`src/rtl/wb_stream_pkg.sv`:
```
// wb_stream_pkg: shared types and constants for the stream-to-Wishbone writer
package wb_stream_pkg;
  localparam int WORD_BYTES = 4;
  localparam logic [3:0] SEL_FULL = 4'b1111;
  typedef struct packed {
    logic        sof;
    logic [31:0] data;
  } fifo_entry_t;
  typedef enum logic {IDLE, WRITE} wr_state_t;
endpackage

```
`src/rtl/wb_stream_writer_if.sv`:
```
// wshb_if: Wishbone classic bundle (cyc/stb/we/adr/sel/dat_ms from master; ack/dat_sm from slave)
interface wshb_if (
  input logic clk,
  input logic rst
);
  logic        cyc;
  logic        stb;
  logic        we;
  logic        ack;
  logic [31:0] adr;
  logic [31:0] dat_ms;
  logic [31:0] dat_sm;
  logic [3:0]  sel;
  modport master (input clk, rst, ack, dat_sm, output cyc, stb, we, adr, sel, dat_ms);
  modport slave (input clk, rst, cyc, stb, we, adr, sel, dat_ms, output ack, dat_sm);
endinterface

```
`src/rtl/wb_stream_writer_fifo.sv`:
```
// stream_fifo: sync FWFT FIFO; ports clk, rst, push, pop, din, full, empty, head, count
module stream_fifo #(
  parameter int DEPTH = 8,
  parameter int WIDTH = 33
) (
  input  logic                       clk,
  input  logic                       rst,
  input  logic                       push,
  input  logic                       pop,
  input  logic [WIDTH-1:0]           din,
  output logic                       full,
  output logic                       empty,
  output logic [WIDTH-1:0]           head,
  output logic [$clog2(DEPTH):0]     count
);
  localparam int AW = $clog2(DEPTH);
  logic [WIDTH-1:0] mem [DEPTH];
  logic [AW-1:0] wp, rp;
  logic do_push, do_pop;
  assign do_push = push && !full;
  assign do_pop = pop && !empty;
  assign full = count == (AW+1)'(DEPTH);
  assign empty = count == '0;
  assign head = mem[rp];
  always_ff @(posedge clk)
    if (do_push) mem[wp] <= din;
  always_ff @(posedge clk) begin
    if (rst) begin
      wp <= '0;
      rp <= '0;
      count <= '0;
    end else begin
      if (do_push) wp <= wp + 1'b1;
      if (do_pop) rp <= rp + 1'b1;
      count <= count + (AW+1)'(do_push) - (AW+1)'(do_pop);
    end
  end
endmodule

```
`src/rtl/wb_stream_writer.sv`:
```
// wb_stream_writer: buffers a sof-tagged word stream and writes it to a wrapping Wishbone frame; ports clk, rst, in_*, wb_m, frame_done
module wb_stream_writer
  import wb_stream_pkg::*;
#(
  parameter int          FIFO_DEPTH  = 8,
  parameter logic [31:0] BASE_ADR    = 32'h0,
  parameter int          FRAME_WORDS = 2048
) (
  input  logic        clk,
  input  logic        rst,
  input  logic        in_valid,
  output logic        in_ready,
  input  logic [31:0] in_data,
  input  logic        in_sof,
  wshb_if.master      wb_m,
  output logic        frame_done
);
  localparam int PW = FRAME_WORDS > 1 ? $clog2(FRAME_WORDS) : 1;
  localparam int CW = $clog2(FIFO_DEPTH) + 1;
  localparam logic [PW-1:0] LAST = PW'(FRAME_WORDS - 1);
  fifo_entry_t head, din;
  logic full, empty, push, pop, stb;
  logic [CW-1:0] count, next_count;
  logic [PW-1:0] ptr, ptr_eff;
  wr_state_t state;
  assign in_ready = !full && !rst;
  assign push = in_valid && in_ready;
  assign pop = stb && wb_m.ack;
  assign din = '{sof: in_sof, data: in_data};
  assign ptr_eff = head.sof ? '0 : ptr;
  // state mirrors the FIFO occupancy after this edge so stb is a flop yet rises the cycle after a push
  assign next_count = count + CW'(push) - CW'(pop);
  stream_fifo #(.DEPTH(FIFO_DEPTH), .WIDTH($bits(fifo_entry_t))) u_fifo (
    .clk(clk), .rst(rst), .push(push), .pop(pop), .din(din),
    .full(full), .empty(empty), .head(head), .count(count)
  );
  always_ff @(posedge clk) begin
    if (rst) begin
      state <= IDLE;
      ptr <= '0;
      frame_done <= 1'b0;
    end else begin
      state <= next_count != '0 ? WRITE : IDLE;
      frame_done <= pop && ptr_eff == LAST;
      if (pop) ptr <= ptr_eff == LAST ? '0 : ptr_eff + 1'b1;
    end
  end
  assign stb = state == WRITE;
  assign wb_m.stb = stb;
  assign wb_m.cyc = stb;
  assign wb_m.we = stb;
  assign wb_m.sel = stb ? SEL_FULL : 4'b0000;
  assign wb_m.adr = stb ? BASE_ADR + 32'(ptr_eff) * 32'(WORD_BYTES) : BASE_ADR;
  assign wb_m.dat_ms = stb ? head.data : 32'h0;
endmodule

```
`src/flat_wrapper.sv`:
```
// flat-port wrapper written by rule: the top's interface ports become plain ports
module wb_stream_writer_flat import wb_stream_pkg::*;
#(
  parameter int          FIFO_DEPTH  = 8,
  parameter logic [31:0] BASE_ADR    = 32'h0,
  parameter int          FRAME_WORDS = 2048
)
  (clk, rst, in_valid, in_ready, in_data, in_sof, frame_done, wb_m_ack, wb_m_dat_sm, wb_m_cyc, wb_m_stb, wb_m_we, wb_m_adr, wb_m_sel, wb_m_dat_ms);
  wshb_if wb_m_i (.clk(clk), .rst(rst));
  input  logic clk;
  input  logic rst;
  input  logic in_valid;
  output logic in_ready;
  input  logic [31:0] in_data;
  input  logic in_sof;
  output logic frame_done;
  input wire logic [$bits(wb_m_i.ack)-1:0] wb_m_ack;
  input wire logic [$bits(wb_m_i.dat_sm)-1:0] wb_m_dat_sm;
  output wire logic [$bits(wb_m_i.cyc)-1:0] wb_m_cyc;
  output wire logic [$bits(wb_m_i.stb)-1:0] wb_m_stb;
  output wire logic [$bits(wb_m_i.we)-1:0] wb_m_we;
  output wire logic [$bits(wb_m_i.adr)-1:0] wb_m_adr;
  output wire logic [$bits(wb_m_i.sel)-1:0] wb_m_sel;
  output wire logic [$bits(wb_m_i.dat_ms)-1:0] wb_m_dat_ms;
  assign wb_m_i.ack = wb_m_ack;
  assign wb_m_i.dat_sm = wb_m_dat_sm;
  assign wb_m_cyc = wb_m_i.cyc;
  assign wb_m_stb = wb_m_i.stb;
  assign wb_m_we = wb_m_i.we;
  assign wb_m_adr = wb_m_i.adr;
  assign wb_m_sel = wb_m_i.sel;
  assign wb_m_dat_ms = wb_m_i.dat_ms;
  wb_stream_writer #(.FIFO_DEPTH(FIFO_DEPTH), .BASE_ADR(BASE_ADR), .FRAME_WORDS(FRAME_WORDS)) u_core (.clk(clk), .rst(rst), .in_valid(in_valid), .in_ready(in_ready), .in_data(in_data), .in_sof(in_sof), .wb_m(wb_m_i), .frame_done(frame_done));
endmodule
```
`config.mk`:
```
export PLATFORM = sky130hd
export DESIGN_NAME = wb_stream_writer_flat
export DESIGN_NICKNAME = d
export VERILOG_FILES = /design/src/rtl/wb_stream_pkg.sv /design/src/rtl/wb_stream_writer_if.sv /design/src/rtl/wb_stream_writer_fifo.sv /design/src/rtl/wb_stream_writer.sv /design/src/flat_wrapper.sv
export SDC_FILE = /design/constraint.sdc
export NUM_CORES = 1
export LEC_CHECK = 0
export BUFFER_PORTS_ARGS = -buffer_cell sky130_fd_sc_hd__buf_4
export CAP_MARGIN = 30
export CORE_ASPECT_RATIO = 0.7
export CORE_MARGIN = 2
export CORE_UTILIZATION = 30
export DETAILED_ROUTE_END_ITERATION = 7
export PLACE_DENSITY = 0.51
export SYNTH_ARGS = -nofsm -noshare
export SYNTH_HDL_FRONTEND = slang
export SYNTH_SLANG_ARGS = --single-unit
```
`constraint.sdc`:
```
create_clock -name clk -period 5.6 [get_ports clk]
set_clock_uncertainty 0.1 [all_clocks]
set_input_delay 0.56 -clock clk [delete_from_list [all_inputs] [get_ports clk]]
set_output_delay 0.56 -clock clk [all_outputs]
set_load 0.01 [all_outputs]
```
Word-level counts from Yosys, hierarchy flattened
Memory sizes are Yosys's and may differ from the RTL's. A register that Yosys moved wholly into a read port is not among the register bits.
Index checks and enable logic that the tools add are counted.

cells by class
  add/sub/neg operators = 7
  multiplexer cells = 10
  reductions and logical operators = 11
  equality and inequality tests = 2

operators by type and width
  kind                   number
  $mux 32                1
  $mux 11                2
  $mux 13                1
  $add 11x1->11 const B  1
  $eq 11x11->1 const B   1
  $add 4x1->4            2
  $sub 4x1->4            2
  $add 3x1->3 const B    2
  $logic_and 1x1->1      6
  $mux 3                 2
  $eq 4x4->1 const B     1
  $logic_not 4->1        1
  $mux 4                 1
  $reduce_bool 4->1      1
  $logic_not 1->1        3
  $mux 1                 3

storage, ports and cells
  bits of input ports = 69
  RAM bits = 264
  register bits = 23
  memories kept = 1
  output and inout port bits = 73

memory list
  memory             depth  bits a word  read ports  clocked after memory_dff  write ports  line                         source
  u_core.u_fifo.mem  8      33           1           1                         1            wb_stream_writer_fifo.sv:17  logic [WIDTH-1:0] mem [DEPTH];

Logic depth before layout (Yosys ltp)
Gate-level depths: netlist of the first run.

  word-level depth = 8
  gate-level depth with buffers = 12
  mapped depth without buffers = 12

Hierarchy
From an unflattened synthesis of the first run, not the netlist that was laid out.

unflattened totals
  cell total of the unflattened synthesis = 642
  area, all modules = 11947.7 sq um

by module, submodules not included
  module            cells an instance  instances  area each (sq um)
  stream_fifo       462                1          10639.0
  wb_stream_writer  180                1          1308.8

Worst setup path before layout of the first run
No wires, ideal clock.

  kind = input-to-reg
  from = input rst
  to = memory u_core.u_fifo.mem[0][0] (enable)
  setup slack = 431 ps
  setup time = 506 ps
  stages on the path = 4
  buffers on the path = 1
  arrival time = 4563 ps
  data required time = 4994 ps
  cell sequence = clkbuf_1 a21oi_1 nand2_1 nor4_1

between the ends
  cells in the longest elaborated chain, start to end = 6

RTL lines
  element                       line                         source
  start: declaration            flat_wrapper.sv:11           input logic rst;
  $logic_not 1->1               wb_stream_writer.sv:26       assign in_ready = !full && !rst;
  $logic_and 1x1->1             wb_stream_writer.sv:26
  net in_ready                  flat_wrapper.sv:13           output logic in_ready;
  $logic_and 1x1->1             wb_stream_writer.sv:27       assign push = in_valid && in_ready;
  $logic_and 1x1->1             wb_stream_writer_fifo.sv:20  assign do_push = push && !full;
  $mux 1                        wb_stream_writer_fifo.sv:26  if (do_push) mem[wp] <= din;
  $mux 1 (implied by the code)  wb_stream_writer_fifo.sv:26
  end: declaration              wb_stream_writer_fifo.sv:17

The timed path passes the listed nets, and every way through them passes these cells.

==> results.md, run 1 <==
- Status: finished clean
- Fin crit share: 0.685
- Effective utilization at floorplan: 0.306
- DRC: 0
- Setup_tns: 0 ns
- CP Launch Type: flip-flop
- Via count: roughly 5,800
- Initial antenna violation count: 2
- Count of final setup violators: 0
- Wire length per cell: 19.2 um
- Seq/Total Area, Yosys: 0.717
- I/O Pins: 142
- Clock latency at the later pin of the worst-skew pair: between 0.5 and 0.6 ns
- Die width: 241 um
- Adder-cell share of the synthesized area: 0.0161
- Vias in the first global route: 5,878
- Synth-to-layout area growth: 18.4%
- R2R cell count: 10
- Simple-gate share of the synthesized area: 0.0593
- Slew HR: 0.409
- Post-detail-place hpwl: between 10 and 15 mm
- CP required: 4.94 ns
- Hold Fails Final Rpt: 0
- Critical Path Sink Type: primary output
- Worst Max-Slew Pin Slew: 0.887 ns
- GRT Total Usage: 0.121
- Number of synthesized register bits: 290
- Mean Syn Cell Area: about 19 um^2
- Largest family of logic cells by synthesized area: multiplexers
- DP Worst Slack: 2.14 ns
- R2R Path End: u_core.ptr[1]$_SDFFE_PP0P_
- DIE AREA: 40,900 um^2
- Post-synth EDFFs: approximately 260
- Hold Crit Class: in2reg
- CTS tree: done
- Post-synthesis mux area share: 0.154
- CTS Sinks: 290
- Port bufs: 88
- Gr busiest metal: met2
- Global-route wire length before repair: between 30 and 40 mm
- Max Cap Violations: 0
- Max-slew violation count: 0
- Synth Area in Compound Gates: 0.0169
- Peak supply drop: 213 uV
- Clock period minus worst slack: 3.84 ns
- Setup WS post-layout: 1.76 ns
- Layout cells sized above 1: 0.298
- Root Buffer Master: clkbuf_16
- Worst-path clk slew: 0.07 ns
- Clock buffer depth: 3
- Starting DRT DRC Count: 398
- Total Wirelength: 24.6 mm
- P_leak: approximately 0.0045 uW
- Hold-fix buffers, CTS: 0
- Crit path arrival time: around 3.2 ns
- CP max FO: 43
- Final Wtd Congestion: 0.694
- Synth async-reset ratio: 0
- Met1 usage: 0.175
- Worst Setup EP: wb_m_dat_ms[22]
- H-tree Lvls: 1
- Synth Warn #: 0
- Met3 Use GR: 0.0289
- Mapped Area: 11,800 um^2
- Row count: 60
- Pre-antenna DRT Iters: 4
- Met2 Use GR: 0.184
- Fmax: approximately 0.26 GHz
- Routed Antenna Nets: 0
- RSZ-0062 raised after global routing: false
- Layout Utilization: 0.362
- Pwr dens: 391 nW/um^2
- Largest cells by area after synthesis: edfxtp_1, mux4_2, dfxtp_1
- Setup repair bufs after CTS: 0
- Post-synth top area cell: edfxtp_1
- Core Footprint: 38,600 um^2
- Final-stage net count: 817
- Drt via density: 4.51
- Cells after synthesis: 634
- Register-to-register setup slack: 2.17 ns
- Die height: 170 um
- Num CTS Buffers: 29
- Grt total ovfl: 0
- Top-area cell type share of the netlist area: 0.672
- Crit Path Category: reg2out
- Top_reg_cell synth: edfxtp_1
- PostCTS Resize Cnt: 0
- Xor-xnor portion of the synthesized cell area: 0.00594
- Number of distinct library cells after synthesis: just over 40
- Largest net degree at the start of global routing: 65
- Fillcell total: between 3,000 and 4,000
-- critical path, stage by stage (launching register included) --
cell     delay, ns
dfxtp_4       0.92
buf_4         0.59
mux4_2        0.57
mux2i_1       0.19
nor2b_1       0.13
buf_4         0.16
-- area by class of cell --
| cell class | instances | area, um^2 | area share |
|---|---|---|---|
| Antenna cell | 1 | 2.50 | 0.000179 |
| Inverter | 9 | 33.8 | 0.00242 |
| Multi-Input combinational cell | 299 | 3100 | 0.222 |
| Clock buffer | 36 | 752 | 0.0539 |
| Sequential cell | 290 | 8460 | 0.606 |
| Clock inverter | 15 | 133 | 0.00950 |
| Timing Repair Buffer | 105 | 821 | 0.0588 |
| Tap cell | 527 | 659 | 0.0472 |
-- cell families (layout without fill, tap and decap cells) --
logic type | after synthesis | after routing
AO/OA/AOI/OAI | 31 | 31
XOR/XNOR | 8 | 8
adder cells (fa/ha/maj) | 14 | 14
buffers and inverters | 65 | 165
flip-flops | 290 | 290
multiplexers | 101 | 101
other | 1 | 22
AND/OR/NAND/NOR | 124 | 124
-- sequential cells by signal, summed over array words and instances, names as in the netlist, named ones only --
name,count
u_core.frame_done,1
u_core.u_fifo.rp,3
u_core.ptr,11
u_core.wb_m.cyc,1
u_core.u_fifo.wp,3
u_core.u_fifo.mem,264
u_core.u_fifo.count,4
-- cells in the mapped netlist (12+ instances only) --
cell,instances
nand2_1,15
dfxtp_1,26
and3_1,13
nor2_1,17
nand3_1,12
ha_1,12
mux2i_1,36
edfxtp_1,264
nor2b_1,36
buf_4,27
mux4_2,64
clkbuf_1,14
a21oi_1,12
-- power breakdown --
group / internal [uW] / leakage, uW / switching [uW]
combinational: 560 / 0.00151 / 530
clock: 1040 / 0.000430 / 795
sequential: 2440 / 0.00260 / 91.7
-- cell usage in the layout, fill, tap and decap left out, types with 4 or more instances in the layout --
cell	count
edfxtp_1	264
conb_1	21
nor3_2	4
and3_1	13
xnor2_1	5
clkbuf_16	29
clkbuf_1	7
ha_1	12
o21ai_0	5
nand2_1	15
clkinv_1	4
dfxtp_1	22
nand2b_1	4
nand4_1	6
nor2_1	14
a31oi_1	4
nand3_1	12
buf_4	103
mux4_2	64
a21oi_1	12
mux2i_1	36
clkinv_2	5
nor2b_1	36
inv_1	9
-- worst min-delay path by stage --
stage / start / to / slack [ns] / depth (start not counted)
floorplan: u_core.ptr[1]$_SDFFE_PP0P_ / u_core.ptr[1]$_SDFFE_PP0P_ / 0.36 / 2
global placement: u_core.ptr[1]$_SDFFE_PP0P_ / u_core.ptr[1]$_SDFFE_PP0P_ / 0.39 / 2
detailed placement: u_core.ptr[10]$_SDFFE_PP0P_ / u_core.ptr[10]$_SDFFE_PP0P_ / 0.40 / 2
CTS: in_data[4] / u_core.u_fifo.mem[0][4]$_DFFE_PP_ / 0.12 / 1
global route: in_data[0] / u_core.u_fifo.mem[5][0]$_DFFE_PP_ / 0.13 / 1
finish: in_data[4] / u_core.u_fifo.mem[4][4]$_DFFE_PP_ / 0.15 / 1
-- per-stage QoR --
step	total power (uW)	hold WS, ns	area, um^2	cells
floorplan	3320	0.358	11900	654
global placement	3700	0.393	13000	1228
detailed placement	3710	0.397	13000	1229
CTS	5560	0.124	13900	1280
global route	5760	0.127	14000	1281
finish	5460	0.150	14000	1282
-- metal layers --
| metal | vias to the layer above | routed length [um] |
|---|---|---|
| li1 | 2667 | - |
| met1 | 2953 | 11800 |
| met5 | - | 11 |
| met2 | 124 | 10900 |
| met3 | 37 | 1380 |
| met4 | 2 | 464 |
Power figures use the tool's default switching activity.
==> run 2: changes to the inputs <==
- clock period: 5.6 -> 3.7 ns (I/O delays scaled with it)
==> results.md, run 2 (synthesis results as in run 1) <==
- Largest registers: u_core.u_fifo.mem x264, u_core.ptr x11, u_core.u_fifo.count x4
- Clock buffer depth: 3
- Layout Utilization: 0.370
- P_leak: 0.00466 uW
- GRT Total Usage: 0.121
- Critical Path Sink Type: primary output
- Worst-path clk slew: 0.06 ns
- RSZ-0062 raised after global routing: false
- I/O Pins: 142
- Final-stage net count: 853
- Fin crit share: 0.798
- DIE AREA: 40,900 um^2
- Grt total ovfl: 0
- Die height: 170 um
- Largest net degree at the start of global routing: 51
- Final Non-Filler Cells: around 1,300
- Peak supply drop: between 200 and 300 uV
- Fmax: roughly 0.34 GHz
- Logic pwr share: 0.219
- Setup_tns: 0 ns
- Root Buffer Master: clkbuf_16
- Most frequent cells in the layout: edfxtp_1, buf_4, mux4_2
- Vias in the first global route: 5,848
- Commonest non-fill, non-tap cell in the layout: edfxtp_1
- Total power: 8190 uW
- Hold Crit Class: in2reg
- Max-slew violation count: 0
- Num CTS Buffers: 29
- Slew HR: 0.533
- Pwr dens: 574 nW/um^2
- Via count: just under 6,000
- Sw Pwr: roughly 2100 uW
- Met3 Use GR: 0.0251
- Gr busiest metal: met2
- Pre-antenna DRT Iters: 4
- Synth-to-layout area growth: 21.0%
- Routed Antenna Nets: 0
- Placed cell area: between 10,000 and 15,000 um^2
- Internal Power: 6040 uW
- Number of flip-flops in the largest register: 264
- Clock power frac: 0.322
- CP max FO: 44
- Top reg by flops: u_core.u_fifo.mem
- Met2 Use GR: 0.188
- Global-route wire length before repair: 37.1 mm
- H-tree Lvls: 1
- Status: finished clean
- Count of final setup violators: 0
- Fin area: 14,300 um^2
- Drt via density: approximately 4.5
- CTS Sinks: slightly below 300
- Die width: 241 um
- Final Wtd Congestion: 0.694
- Sequential share of power: 0.459
- Clock latency at the later pin of the worst-skew pair: 0.54 ns
- Crit path arrival time: 2.48 ns
- Crit Path Category: reg2out
- Hold Fails Final Rpt: 0
- Core Footprint: approximately 39,000 um^2
- Layout cells sized above 1: 0.280
- CP required: 3.23 ns
- Ant diodes: 0
- Row count: 60
- DRC: 0
- Worst Max-Slew Pin Slew: 0.700 ns
- Max Cap Violations: 0
- Clock period minus worst slack: 2.95 ns
- Met1 usage: 0.175
- Post-detail-place hpwl: 13.7 mm
- Port bufs: 88
- Placed cells: between 1,000 and 1,500
- Wire length per cell: 18.9 um
- Starting DRT DRC Count: 370
- Initial antenna violation count: 1
- CTS tree: done
- Setup repair bufs after CTS: 0
- Effective utilization at floorplan: 0.306
- Total Wirelength: 24.8 mm
- CP Launch Type: flip-flop
- Sw Ratio: 0.262
## run 2: cell count changes in the layout (fill, tap and decap cells not counted), moves of 2 or more
cell,previous run,this run
clkbuf_1,7,11
clkinv_2,5,2
dlygate4sd3_1,0,34
clkinv_1,4,6
bufinv_16,2,0
buf_4,103,105
## run 2: layout make-up
type / count / area (um^2)
fillers: 3639 / 24300
well taps: 527 / 659
inverters: 9 / 33.8
multi-input cells: 299 / 3120
clock inverters: 11 / 58.8
repair buffers: 141 / 1180
flip-flops and latches: 290 / 8460
clock buffers: 40 / 767
## run 2: path summary, 6_finish.rpt
kind	startpoint	to	slack, ns	cells after the start
worst min register to register	u_core.ptr[1]$_SDFFE_PP0P_	u_core.ptr[1]$_SDFFE_PP0P_	0.40	2
worst max-delay path	flip-flop	wb_m_dat_ms[15]	0.75	6
worst min-delay path	rst	u_core.u_fifo.wp[2]$_SDFFE_PP0P_	0.1	2
worst max register to register	flip-flop	u_core.ptr[1]$_SDFFE_PP0P_	0.81	10
## run 2: power by group through the flow
stage / registers (uW) / logic (uW) / clock network, uW
after floorplan: 3820 / 1210 / 0
after global placement: 3830 / 1780 / 0
after detailed placement: 3830 / 1790 / 0
after global routing: 3770 / 1980 / 2840
final: 3760 / 1790 / 2630
after CTS: 3760 / 1830 / 2720
## run 2: through the flow
| step | worst slack, ns | hold slack, ns |
|---|---|---|
| after global routing | 0.550 | 0.110 |
| final | 0.747 | 0.0974 |
| after CTS | 0.230 | 0.0708 |
| after global placement | 0.822 | 0.396 |
| after detailed placement | 0.804 | 0.393 |
| after floorplan | -0.410 | 0.358 |
## run 2: critical path, stage by stage, from the launching register on
cell	delay [ns]
dfxtp_4	0.40
buf_4	0.14
buf_16	0.31
mux4_2	0.55
mux2i_1	0.28
nor2b_1	0.09
buf_4	0.15
## run 2: timing repair
item | CTS | global route
gates resized for setup | 0 | 0
hold buffers | 34 | 0
endpoints found under the hold margin | 265 | 0
setup endpoints to repair | 0 | 0
## run 2: metal layers
| metal | vias up | wire [um] |
|---|---|---|
| met5 | - | 13 |
| met4 | 2 | 343 |
| met3 | 36 | 1240 |
| met2 | 142 | 11400 |
| met1 | 3008 | 11800 |
| li1 | 2738 | - |
==> run 3: changes to the inputs <==
- clock period: 3.7 -> 2.8 ns (I/O delays scaled with it)
==> results.md, run 3 (synthesis results as in run 1) <==
- Min-Delay Startpoint: rst
- CP Launch Type: flip-flop
- Clock latency at the later pin of the worst-skew pair: 0.55 ns
- Max Cap Violations: 0
- Max-slew violation count: 0
- Most frequent cells in the layout: edfxtp_1, buf_4, mux4_2
- Via count: between 5,000 and 6,000
- Setup WS post-layout: 0.113 ns
- CP required: 2.42 ns
- Status: finished clean
- Top reg by flops: u_core.u_fifo.mem
- Num CTS Buffers: 28
- Crit. path cell count: 5
- DIE AREA: between 40,000 and 50,000 um^2
- GRT Total Usage: 0.123
- RSZ-0062 raised after global routing: true
- Worst-path clk slew: 0.07 ns
- Pre-antenna DRT Iters: 5
- Initial antenna violation count: 1
- Hold Crit Class: in2reg
- Vias in the first global route: 6,022
- Worst path buffer plus inverter count: 2
- Fmax: 0.372 GHz
- Die width: 241 um
- Crit Path Category: reg2out
- Pwr dens: 768 nW/um^2
- Crit path arrival time: ~2.3 ns
- DP Worst Slack: roughly 0.29 ns
- Post-detail-place hpwl: 13.9 mm
- Grt total ovfl: 0
- Effective utilization at floorplan: 0.306
- CP max FO: 26
- Layout cells sized above 1: 0.309
- Worst Max-Slew Pin Slew: between 0.5 and 0.6 ns
- Synth-to-layout area growth: 23.0%
- Ant diodes: 0
- Largest net degree at the start of global routing: 51
- Root Buffer Master: clkbuf_16
- R2R cell count: 9
- Slew HR: 0.612
- Fillcell total: between 3,000 and 4,000
- Critical path cell sequence: buf_16 > mux4_2 > mux2i_2 > nor2b_2 > buf_4
- Routed Antenna Nets: 0
- Global-route wire length before repair: 37.4 mm
- Number of flip-flops in the largest register: 264
- CTS tree: done
- P_leak: ~0.0048 uW
- Drt via density: 4.49
- Critical Path Sink Type: primary output
- Setup_tns: 0 ns
- Wire length per cell: 18.9 um
- CP peak stage delay: roughly 0.54 ns
- CP delay by family, top: multiplexers
- Final-stage net count: 863
- I/O Pins: 142
- Clock buffer depth: 3
- WHS Path Cells: 5
- Commonest non-fill, non-tap cell in the layout: edfxtp_1
- Largest registers: u_core.u_fifo.mem x264, u_core.ptr x11, u_core.u_fifo.count x4
- Core Footprint: 38,600 um^2
- Hold Fails Final Rpt: 0
- Total Wirelength: 25.1 mm
- Fin crit share: 0.959
- Port bufs: 88
- Die height: 170 um
- CTS Sinks: 290
- Slowest cell on crit path: mux4_2
- Row count: 60
- Count of final setup violators: 0
- Clock period minus worst slack: between 2 and 3 ns
- H-tree Lvls: 1
- DRC: 0
- Final Wtd Congestion: between 0.7 and 0.8
- Starting DRT DRC Count: between 300 and 400
- Setup repair bufs after CTS: 0
- Peak supply drop: 461 uV
run 3: cell count changes in the layout (fill, tap and decap cells not counted), sizes merged:
| cell | change |
|---|---|
| buf | +10 |
| bufinv | +2 |
| clkbuf | -8 |
| clkinv | +5 |
| clkinvlp | +3 |
run 3: path summary, 6_finish.rpt:
| path | endpoint | slack, ns |
|---|---|---|
| setup reg to reg | u_core.ptr[10]$_SDFFE_PP0P_ | 0.16 |
| hold / removal | u_core.u_fifo.wp[1]$_SDFFE_PP0P_ | 0.05 |
| setup / recovery | wb_m_dat_ms[31] | 0.11 |
| hold reg to reg | u_core.ptr[10]$_SDFFE_PP0P_ | 0.41 |
run 3: cell type report:
class                           instances  area [um^2]  share of cell area
Sequential cell                       290         8460               0.583
Multi-Input combinational cell        299         3150               0.217
Timing Repair Buffer                  152         1310              0.0905
Clock buffer                           31          733              0.0506
Tap cell                              527          659              0.0455
Clock inverter                         21          161              0.0111
Inverter                                9         33.8             0.00233
run 3: report_power, final:
part / internal, uW / leakage (uW) / total, uW / switching [uW]
logic: 1250 / 0.00173 / 2480 / 1220
registers: 4890 / 0.00260 / 4990 / 102
clock network: 2070 / 0.000442 / 3680 / 1600
run 3: metal layers:
layer / GRT usage / vias up / share of wire
met2: 0.195 / 124 / 0.47
met5: 0 / - / 0.00028
met3: 0.0251 / 34 / 0.041
li1: - / 2763 / -
met4: 0.0225 / 2 / 0.015
met1: 0.176 / 3043 / 0.48
run 3: worst min-delay path, cell delays in order:
cell and delay (ns):
buf_4 0.09, a21oi_2 0.03, buf_4 0.14, nand3_1 0.07, nand2_1 0.04
run 3: through the flow:
stage               std cells  power (uW)  area (um^2)   util  hold slack, ns
floorplan                 654        6660        11900      -           0.279
global placement         1241        7470        13200  0.342           0.392
detailed placement       1241        7480        13200  0.342           0.393
CTS                      1328       11300        14500  0.375          0.0193
global route             1329       11700        14500  0.376          0.0655
finish                   1329       11100        14500  0.376          0.0458
run 3: timing repair:
action / in CTS / in global routing
gates resized for setup: 2 / 4
setup endpoints to repair: 17 / 19
pin swaps: 0 / 0
endpoints found under the hold margin: 266 / 0
gates cloned: 1 / 1
hold buffers: 34 / 0
